--- src/rtl/mips_boot_sequencer_if.sv ---
// Bus bundle between the boot sequencer and its neighbours: program stream, instruction-memory
// and register-file ports, core control and the register-dump stream.
interface mips_boot_sequencer_if #(
    parameter int unsigned DATA_W = 32,
    parameter int unsigned ADDR_W = 10,
    parameter int unsigned REG_AW = 5
);
    logic              s_valid;
    logic              s_ready;
    logic [DATA_W-1:0] s_data;
    logic              mem_we;
    logic [ADDR_W-1:0] mem_addr;
    logic [DATA_W-1:0] mem_wdata;
    logic              reg_we;
    logic [REG_AW-1:0] reg_addr;
    logic [DATA_W-1:0] reg_wdata;
    logic [REG_AW-1:0] reg_raddr;
    logic [DATA_W-1:0] reg_rdata;
    logic              core_clear;
    logic              core_run;
    logic              core_halted;
    logic              d_valid;
    logic              d_ready;
    logic [REG_AW-1:0] d_idx;
    logic [DATA_W-1:0] d_data;

    modport master (
        input  s_valid, s_data, reg_rdata, core_halted, d_ready,
        output s_ready, mem_we, mem_addr, mem_wdata, reg_we, reg_addr, reg_wdata, reg_raddr,
               core_clear, core_run, d_valid, d_idx, d_data
    );

    modport slave (
        output s_valid, s_data, reg_rdata, core_halted, d_ready,
        input  s_ready, mem_we, mem_addr, mem_wdata, reg_we, reg_addr, reg_wdata, reg_raddr,
               core_clear, core_run, d_valid, d_idx, d_data
    );
endinterface

--- src/rtl/mips_boot_sequencer.sv ---
// Core bring-up sequencer: register-file init, program load, clear/run with watchdog,
// then a register dump over a valid/ready stream.
module mips_boot_sequencer #(
    parameter int unsigned DATA_W = 32,
    parameter int unsigned ADDR_W = 10,
    parameter int unsigned REG_AW = 5,
    parameter int unsigned DUMP_N = 6,
    parameter int unsigned CNT_W  = 16
) (
    input  logic                 clk1,
    input  logic                 rst_n,
    input  logic                 start,
    input  logic [ADDR_W:0]      prog_len,
    input  logic [CNT_W-1:0]     timeout,
    mips_boot_sequencer_if.master bus,
    output logic                 busy,
    output logic                 done,
    output logic                 err,
    output logic [CNT_W-1:0]     run_cycles
);
    typedef enum logic [3:0] {
        StIdle, StInit, StLoad, StClear, StRun, StDumpRd, StDumpOut, StDone, StError
    } state_e;

    localparam logic [ADDR_W:0]   MemLen   = {1'b1, {ADDR_W{1'b0}}};
    localparam logic [REG_AW-1:0] RegLast  = {REG_AW{1'b1}};
    localparam logic [REG_AW-1:0] DumpLast = REG_AW'(DUMP_N - 1);

    state_e            state_q;
    logic [ADDR_W:0]   len_q;
    logic [ADDR_W:0]   cnt_q;
    logic [CNT_W-1:0]  tmo_q;
    logic              s_ready_q;
    logic              reg_we_q;
    logic [REG_AW-1:0] reg_addr_q;
    logic              core_clear_q;
    logic              core_run_q;
    logic [REG_AW-1:0] raddr_q;
    logic              d_valid_q;
    logic              d_first_q;
    logic [REG_AW-1:0] d_idx_q;
    logic [DATA_W-1:0] d_data_q;

    logic              beat;
    logic [ADDR_W:0]   cnt_inc;
    logic [CNT_W-1:0]  run_inc;
    logic [ADDR_W:0]   len_clamp;

    assign beat      = s_ready_q & bus.s_valid;
    assign cnt_inc   = cnt_q + (ADDR_W + 1)'(1);
    assign run_inc   = (&run_cycles) ? run_cycles : run_cycles + CNT_W'(1);
    assign len_clamp = (prog_len > MemLen) ? MemLen : prog_len;

    assign bus.s_ready    = s_ready_q;
    assign bus.mem_we     = beat;
    assign bus.mem_addr   = cnt_q[ADDR_W-1:0];
    assign bus.mem_wdata  = s_ready_q ? bus.s_data : '0;
    assign bus.reg_we     = reg_we_q;
    assign bus.reg_addr   = reg_addr_q;
    assign bus.reg_wdata  = DATA_W'(reg_addr_q);
    assign bus.reg_raddr  = raddr_q;
    assign bus.core_clear = core_clear_q;
    assign bus.core_run   = core_run_q;
    assign bus.d_valid    = d_valid_q;
    assign bus.d_idx      = d_idx_q;
    // First DUMP_OUT cycle forwards the read data; it is held in d_data_q from then on.
    assign bus.d_data     = d_first_q ? bus.reg_rdata : d_data_q;

    always_ff @(posedge clk1 or negedge rst_n) begin
        if (!rst_n) begin
            state_q      <= StIdle;
            len_q        <= '0;
            cnt_q        <= '0;
            tmo_q        <= '0;
            s_ready_q    <= 1'b0;
            reg_we_q     <= 1'b0;
            reg_addr_q   <= '0;
            core_clear_q <= 1'b0;
            core_run_q   <= 1'b0;
            raddr_q      <= '0;
            d_valid_q    <= 1'b0;
            d_first_q    <= 1'b0;
            d_idx_q      <= '0;
            d_data_q     <= '0;
            busy         <= 1'b0;
            done         <= 1'b0;
            err          <= 1'b0;
            run_cycles   <= '0;
        end else begin
            d_first_q <= 1'b0;
            if (d_first_q) d_data_q <= bus.reg_rdata;
            unique case (state_q)
                StIdle, StDone, StError: begin
                    if (start) begin
                        state_q    <= StInit;
                        busy       <= 1'b1;
                        done       <= 1'b0;
                        err        <= 1'b0;
                        run_cycles <= '0;
                        len_q      <= len_clamp;
                        tmo_q      <= timeout;
                        cnt_q      <= '0;
                        reg_we_q   <= 1'b1;
                        reg_addr_q <= '0;
                    end
                end
                StInit: begin
                    // Address wraps back to zero after the last register.
                    reg_addr_q <= reg_addr_q + REG_AW'(1);
                    if (reg_addr_q == RegLast) begin
                        reg_we_q <= 1'b0;
                        if (len_q == '0) begin
                            state_q      <= StClear;
                            core_clear_q <= 1'b1;
                        end else begin
                            state_q   <= StLoad;
                            s_ready_q <= 1'b1;
                        end
                    end
                end
                StLoad: begin
                    if (beat) begin
                        cnt_q <= cnt_inc;
                        if (cnt_inc == len_q) begin
                            s_ready_q    <= 1'b0;
                            state_q      <= StClear;
                            core_clear_q <= 1'b1;
                        end
                    end
                end
                StClear: begin
                    core_clear_q <= 1'b0;
                    core_run_q   <= 1'b1;
                    state_q      <= StRun;
                end
                StRun: begin
                    run_cycles <= run_inc;
                    // Halt takes priority over a watchdog expiring in the same cycle.
                    if (bus.core_halted) begin
                        core_run_q <= 1'b0;
                        raddr_q    <= '0;
                        state_q    <= StDumpRd;
                    end else if (tmo_q != '0 && run_inc == tmo_q) begin
                        core_run_q <= 1'b0;
                        err        <= 1'b1;
                        busy       <= 1'b0;
                        state_q    <= StError;
                    end
                end
                StDumpRd: begin
                    d_valid_q <= 1'b1;
                    d_first_q <= 1'b1;
                    d_idx_q   <= raddr_q;
                    state_q   <= StDumpOut;
                end
                StDumpOut: begin
                    if (bus.d_ready) begin
                        d_valid_q <= 1'b0;
                        if (d_idx_q == DumpLast) begin
                            done    <= 1'b1;
                            busy    <= 1'b0;
                            state_q <= StDone;
                        end else begin
                            raddr_q <= raddr_q + REG_AW'(1);
                            state_q <= StDumpRd;
                        end
                    end
                end
                default: state_q <= StIdle;
            endcase
        end
    end
endmodule

--- src/flat_wrapper.sv ---
// flat-port wrapper written by rule: the top's interface ports become plain ports
module mips_boot_sequencer_flat 
#(
    parameter int unsigned DATA_W = 32,
    parameter int unsigned ADDR_W = 10,
    parameter int unsigned REG_AW = 5,
    parameter int unsigned DUMP_N = 6,
    parameter int unsigned CNT_W  = 16
)
  (clk1, rst_n, start, prog_len, timeout, busy, done, err, run_cycles, bus_s_valid, bus_s_data, bus_reg_rdata, bus_core_halted, bus_d_ready, bus_s_ready, bus_mem_we, bus_mem_addr, bus_mem_wdata, bus_reg_we, bus_reg_addr, bus_reg_wdata, bus_reg_raddr, bus_core_clear, bus_core_run, bus_d_valid, bus_d_idx, bus_d_data);
  mips_boot_sequencer_if #(.DATA_W(DATA_W), .ADDR_W(ADDR_W), .REG_AW(REG_AW)) bus_i ();
  input  logic clk1;
  input  logic rst_n;
  input  logic start;
  input  logic [ADDR_W:0] prog_len;
  input  logic [CNT_W-1:0] timeout;
  output logic busy;
  output logic done;
  output logic err;
  output logic [CNT_W-1:0] run_cycles;
  input wire logic [$bits(bus_i.s_valid)-1:0] bus_s_valid;
  input wire logic [$bits(bus_i.s_data)-1:0] bus_s_data;
  input wire logic [$bits(bus_i.reg_rdata)-1:0] bus_reg_rdata;
  input wire logic [$bits(bus_i.core_halted)-1:0] bus_core_halted;
  input wire logic [$bits(bus_i.d_ready)-1:0] bus_d_ready;
  output wire logic [$bits(bus_i.s_ready)-1:0] bus_s_ready;
  output wire logic [$bits(bus_i.mem_we)-1:0] bus_mem_we;
  output wire logic [$bits(bus_i.mem_addr)-1:0] bus_mem_addr;
  output wire logic [$bits(bus_i.mem_wdata)-1:0] bus_mem_wdata;
  output wire logic [$bits(bus_i.reg_we)-1:0] bus_reg_we;
  output wire logic [$bits(bus_i.reg_addr)-1:0] bus_reg_addr;
  output wire logic [$bits(bus_i.reg_wdata)-1:0] bus_reg_wdata;
  output wire logic [$bits(bus_i.reg_raddr)-1:0] bus_reg_raddr;
  output wire logic [$bits(bus_i.core_clear)-1:0] bus_core_clear;
  output wire logic [$bits(bus_i.core_run)-1:0] bus_core_run;
  output wire logic [$bits(bus_i.d_valid)-1:0] bus_d_valid;
  output wire logic [$bits(bus_i.d_idx)-1:0] bus_d_idx;
  output wire logic [$bits(bus_i.d_data)-1:0] bus_d_data;
  assign bus_i.s_valid = bus_s_valid;
  assign bus_i.s_data = bus_s_data;
  assign bus_i.reg_rdata = bus_reg_rdata;
  assign bus_i.core_halted = bus_core_halted;
  assign bus_i.d_ready = bus_d_ready;
  assign bus_s_ready = bus_i.s_ready;
  assign bus_mem_we = bus_i.mem_we;
  assign bus_mem_addr = bus_i.mem_addr;
  assign bus_mem_wdata = bus_i.mem_wdata;
  assign bus_reg_we = bus_i.reg_we;
  assign bus_reg_addr = bus_i.reg_addr;
  assign bus_reg_wdata = bus_i.reg_wdata;
  assign bus_reg_raddr = bus_i.reg_raddr;
  assign bus_core_clear = bus_i.core_clear;
  assign bus_core_run = bus_i.core_run;
  assign bus_d_valid = bus_i.d_valid;
  assign bus_d_idx = bus_i.d_idx;
  assign bus_d_data = bus_i.d_data;
  mips_boot_sequencer #(.DATA_W(DATA_W), .ADDR_W(ADDR_W), .REG_AW(REG_AW), .DUMP_N(DUMP_N), .CNT_W(CNT_W)) u_core (.clk1(clk1), .rst_n(rst_n), .start(start), .prog_len(prog_len), .timeout(timeout), .bus(bus_i), .busy(busy), .done(done), .err(err), .run_cycles(run_cycles));
endmodule
--- config.mk ---
export PLATFORM = sky130hd
export DESIGN_NAME = mips_boot_sequencer_flat
export DESIGN_NICKNAME = d
export VERILOG_FILES = /design/src/rtl/mips_boot_sequencer_if.sv /design/src/rtl/mips_boot_sequencer.sv /design/src/flat_wrapper.sv
export SDC_FILE = /design/constraint.sdc
export NUM_CORES = 1
export LEC_CHECK = 0
export BUFFER_PORTS_ARGS = -buffer_cell sky130_fd_sc_hd__buf_4
export CORE_AREA = 5 5 129 131
export CTS_CLUSTER_DIAMETER = 100
export CTS_CLUSTER_SIZE = 16
export DETAILED_ROUTE_END_ITERATION = 6
export DIE_AREA = 0 0 134 136
export GPL_ROUTABILITY_DRIVEN = 0
export HOLD_SLACK_MARGIN = 0.08
export PLACE_DENSITY = 0.77
export SLEW_MARGIN = 20
export SYNTH_ARGS = -nofsm -noshare
export SYNTH_HDL_FRONTEND = slang
export SYNTH_SLANG_ARGS = --single-unit
--- constraint.sdc ---
create_clock -name clk1 -period 3.58 [get_ports clk1]
set_input_delay 0.716 -clock clk1 [delete_from_list [all_inputs] [get_ports clk1]]
set_output_delay 0.716 -clock clk1 [all_outputs]
set_load 0.1 [all_outputs]
* Yosys cells after proc, flatten, opt, wreduce, memory -nomap -nowiden
Index checks and enable logic that the tools add are counted.
Operators by class: $lt $le $gt $ge 1, reduce and logical (&&, ||, !) cells 30, eq/ne operators 25, multiplexer cells 55, bitwise gates (word level) 1, add/subtract/negate cells 4
Operator list (count):
- $mux 32 | 2
- $mux 11 | 3
- $mux 16 | 2
- $pmux 16 s2 | 1
- $mux 4 | 7
- $pmux 4 s7 | 1
- $mux 1 | 23
- $pmux 11 s2 | 1
- $mux 5 | 4
- $pmux 5 s2 | 2
- $add 16x1->16 const B | 1
- $eq 16x16->1 | 1
- $eq 4x3->1 const B | 4
- $reduce_and 16->1 | 1
- $reduce_bool 16->1 | 1
- $reduce_bool 2->1 | 8
- $ne 2x2->1 const B | 7
- $pmux 1 s2 | 6
- $reduce_and 4->1 | 3
- $reduce_and 6->1 | 2
- $add 11x1->11 const B | 1
- $eq 11x11->1 | 1
- $gt 11x11->1 const B | 1
- $logic_not 11->1 | 1
- 18 further kinds | 32
Storage, ports and cells: output and inout bits 146, word-level logic and storage cells 134, bits of input ports 97, register bits 114

* Longest topological paths before layout
depth in word-level cells 7, depth in mapped cells 10

* Least setup slack after synthesis
No wires, ideal clock.
path kind reg-to-reg, start register u_core.run_cycles[0], end register u_core.busy, data required time 3.439 ns, library setup time 0.141 ns, setup slack 0.168 ns, data arrival time 3.270 ns, buffers on the path 1, period minus slack after synthesis 3.412 ns, stages on the path, launching flop included 10, path through dfrtp_1 ha_1 nand3_1 buf_2 nor3_1 mux2i_1 xnor2_1 or4_4 nor2_1 a41oi_1
Between the ends: word-level cells in the longest chain between the ends 6, elaborated cells between the ends (all ways) 7, classes of those cells add/sub (1); eq/ne (2); mux (1); reduce/logical (3)
Ends and longest elaborated chain:
- from (decl) | line mips_boot_sequencer.sv:19 | output logic [CNT_W-1:0] run_cycles
- from (signal assigned) | line mips_boot_sequencer.sv:137 | run_cycles <= run_inc;
- $add 16x1->16 or $reduce_and 16->1 (tied branches) | line mips_boot_sequencer.sv:51 | assign run_inc = (&run_cycles) ? run_cycles : run_cycles + CNT_W'(1);
- $mux 16 * | line mips_boot_sequencer.sv:51
- $eq 16x16->1 * | line mips_boot_sequencer.sv:143 | end else if (tmo_q != '0 && run_inc == tmo_q) begin
- $logic_and 1x1->1 * | line mips_boot_sequencer.sv:143
- $ne 2x1->1 (no source line) *
- $reduce_and 6->1 (no source line) *
- to (signal assigned) | line mips_boot_sequencer.sv:96 | busy <= 1'b1;
- to (signal assigned) | line mips_boot_sequencer.sv:146 | busy <= 1'b0;
- to (signal assigned) | line mips_boot_sequencer.sv:161 | busy <= 1'b0;
- to (decl) | line mips_boot_sequencer.sv:16 | output logic busy,
Every way passes the cells marked *; elsewhere a longest branch is shown, timed or not. A chain may end at the register's enable or synchronous reset.

* Worst setup path in the final report
Same ends and word-level chain as after synthesis.

==> results.tsv <==
stage	metric	value	unit
worst_setup_path	crit_type	register to register	
cts	clock_path_buffers	2	
route	drcViolationCount	0	
sta	fin_skew	0.00626	ns
worst_setup_path	crit_chain	ha_1, nand3_1, nor3_1, mux2i_1, xnor2_1, or4_4, nor2_1, a41oi_1	
worst_setup_path	required	3.82	ns
sta	slew_violations	0	
sta	hold_viol_final	0	
min_path	hold_path.class	input pin to asynchronous set/reset pin	
worst_setup_path	slowest_stage	or4_4	
place	dpl.hpwl	14500	um
sta	finalSetupTns	0	ns
synthesis	seq_area_frac_synth	41.2	%
die	die_h	136	um
synthesis	synth_ff_type	dfrtp_1	
finish	design_area	9000	um^2
finish	fin_util	58.1	%
synthesis	yosysWarnings	0	
finish	layout.cells.non_filler	1116	
worst_setup_path	start_kind	register	
route	wirelength	19400	um
grt	grt_use_total	21.0	%
power_and_ir_drop	irDropWorstVdd	0.648	mV
power_and_ir_drop	power.leakage	4.30	nW
synthesis	synth_common_cells	114 x dfrtp_1, 97 x nand2_1, 45 x buf_4	
worst_setup_path	cp-startpoint	u_core.run_cycles[0]	
place	dp.cells	1083	
synthesis	synth_edf_count	0	
synthesis	ys_async_sr_fraction	100	%
die	ioPinCount	243	
power_and_ir_drop	powerDensity	1040	nW/um^2
grt	grt_pass1_wl	30800	um
finish	fill_cells	1365	
die	die_w	134	um
cts	htree_levels	4	
sta	worst_slew_pin_slew	0.877	ns
sta	period_needed	3.28	ns
grt	grt_pass1_vias	5932	
route	wl_per_cell	17.4	um
worst_setup_path	path_buf_inv	0	
worst_setup_path	regToRegStartpoint	u_core.run_cycles[0]	
sta	rsz0062_at_grt	no	
die	fp.dieArea	18200	um^2
synthesis	ys_types	80	
grt	antenna_found_initial	0	
worst_setup_path	critPathMaxStageDelay	0.55	ns
cts	cts_buffers	17	
route	drt_pass1_iterations	5	
place	port_buffers	215	
sta	max_freq	305	MHz
synthesis	synth.top_cells.by_area	dfrtp_1 41%, mux2_2 6.3%, nand2_1 5.3%, buf_4 4.9%, and2_1 3.4%	
route	vias_per_cell	5.53	
flow_run	max_cap_violations	0	
synthesis	yosys.cell_count.top_type	dfrtp_1	
worst_setup_path	path_max_fanout	12	
synthesis	syn-cell-area	6930	um^2
worst_setup_path	arrival	3.52	ns
worst_setup_path	crit_family	simple AND/OR/NAND/NOR gates	
worst_setup_path	end_kind	register	
grt	grt_max_degree	38	
cts	cts-root-buf	clkbuf_16	
sta	setup_viol	0	
cts	cts.sinks	114	
finish	fin_nets	1013	
finish	area_delta_synth_final	30.0	%
sta	relSlewSlack	41.5	%
cts	cts.reportedPaths.clkPinSlew	0.06	ns
cts	clock_latency	0.41	ns
grt	grt_overflow_total	0	
cts	tritoncts	yes	
synthesis	synth.avg_cell_area	9.55	um^2
die	coreArea	15500	um^2
die	start_util	44.7	%
die	rows	46	
place	dpl_cell_area	8380	um^2
route	drtIter0Drc	447	
synthesis	yosys.area.top_type	dfrtp_1	
sta	timing.final.crit_share	91.7	%
route	ant_nets	0	
synthesis	syn_inst	725	
outcome	status	finished clean	
route	vias	6167	
finish	drive_gt1_share	34.5	%
synthesis	synth_top_area_share	41.2	%
synthesis	ys_ff_latch	114	
finish	diodes	0	
layout by cell type (no fill, tap or decap), drive strengths merged, types with 8 or more instances in the layout:
| master | Yosys | layout |
|---|---|---|
| buf | 56 | 227 |
| dfrtp | 114 | 114 |
| nand2 | 97 | 97 |
| o21ai | 40 | 40 |
| mux2 | 39 | 39 |
| and2 | 38 | 38 |
| nor2 | 37 | 37 |
| conb | 1 | 27 |
| nor4 | 21 | 21 |
| nand3 | 19 | 19 |
| xnor2 | 18 | 18 |
| clkbuf | 30 | 17 |
| nand4 | 17 | 17 |
| inv | 13 | 16 |
| a21oi | 15 | 15 |
| xor2 | 15 | 15 |
| nor3 | 14 | 14 |
| o31ai | 12 | 12 |
| a31oi | 10 | 10 |
| nand3b | 10 | 10 |
| and3 | 8 | 8 |
| o41ai | 8 | 8 |
layer usage:
metal | share of wire [%] | GRT usage, % | up-vias
met3 | 8.4 | 6.77 | 33
met2 | 51 | 36.1 | 263
met5 | 0 | 0 | -
met4 | 2.0 | 7.03 | 0
li1 | - | - | 2907
met1 | 39 | 25.0 | 2964
path summary, 6_finish.rpt:
path	endpoint	slack, ns	cells past startpoint
max	u_core.busy	0.30	8
min	u_core.d_data_q[10]	0.26	1
max reg2reg	u_core.busy	0.30	8
min reg2reg	u_core.err	0.49	1
max in group asynchronous	u_core.tmo_q[1]	2.54	2
min in group clk1	u_core.err	0.49	1
registers in the layout, summed over array words and instances, names as in the netlist:
| signal | cells |
|---|---|
| u_core.err | 1 |
| u_core.bus.d_idx | 5 |
| u_core.bus.core_clear | 1 |
| u_core.run_cycles | 16 |
| u_core.done | 1 |
| u_core.tmo_q | 16 |
| u_core.bus.reg_raddr | 5 |
| u_core.bus.s_ready | 1 |
| u_core.cnt_q | 11 |
| u_core.bus.d_valid | 1 |
| u_core.busy | 1 |
| u_core.bus.reg_we | 1 |
| u_core.bus.core_run | 1 |
| u_core.len_q | 11 |
| u_core.bus.reg_addr | 5 |
| u_core.d_first_q | 1 |
| u_core.d_data_q | 32 |
| u_core.state_q | 4 |
final cells by class:
| class | instances | area [um^2] | area share (%) |
|---|---|---|---|
| Multi-Input combinational cell | 538 | 3550 | 39.4 |
| Sequential cell | 114 | 2850 | 31.7 |
| Timing Repair Buffer | 227 | 1700 | 18.9 |
| Clock buffer | 17 | 425 | 4.73 |
| Tap cell | 192 | 240 | 2.67 |
| Clock inverter | 15 | 184 | 2.04 |
| Inverter | 13 | 48.8 | 0.542 |
stage by stage:
stage	power (W)	hold slack (ns)	setup slack, ns
after floorplan	0.00654	0.420	0.168
after global placement	0.00760	0.468	0.392
after detailed placement	0.00767	0.480	0.267
after CTS	0.00943	0.266	0.245
after global routing	0.00981	0.298	0.00522
final	0.00938	0.264	0.297
cell families after synthesis:
group,count (synthesis),synth area share (%)
fa+ha+maj,5,0.903
other cells,1,0.0541
buf+inv,99,9.27
mux,45,7.21
simple gates,298,24.0
xor+xnor,34,4.50
compound gates,129,12.9
flops,114,41.2
report_power, final:
group,internal (W),switching (W),leakage (nW)
sequential,0.00173,0.000438,1.46
combinational,0.00133,0.00415,2.56
clock,0.00110,0.000633,0.279
timing repair:
action | 4_1_cts | 5_1_grt
buffers inserted | 0 | 1
gates resized for setup | 0 | 1
setup endpoints to repair | 0 | 5
hold buffers | 0 | 0
endpoints found under the hold margin | 0 | 0
No activity file was read; power rests on OpenSTA's default activity.
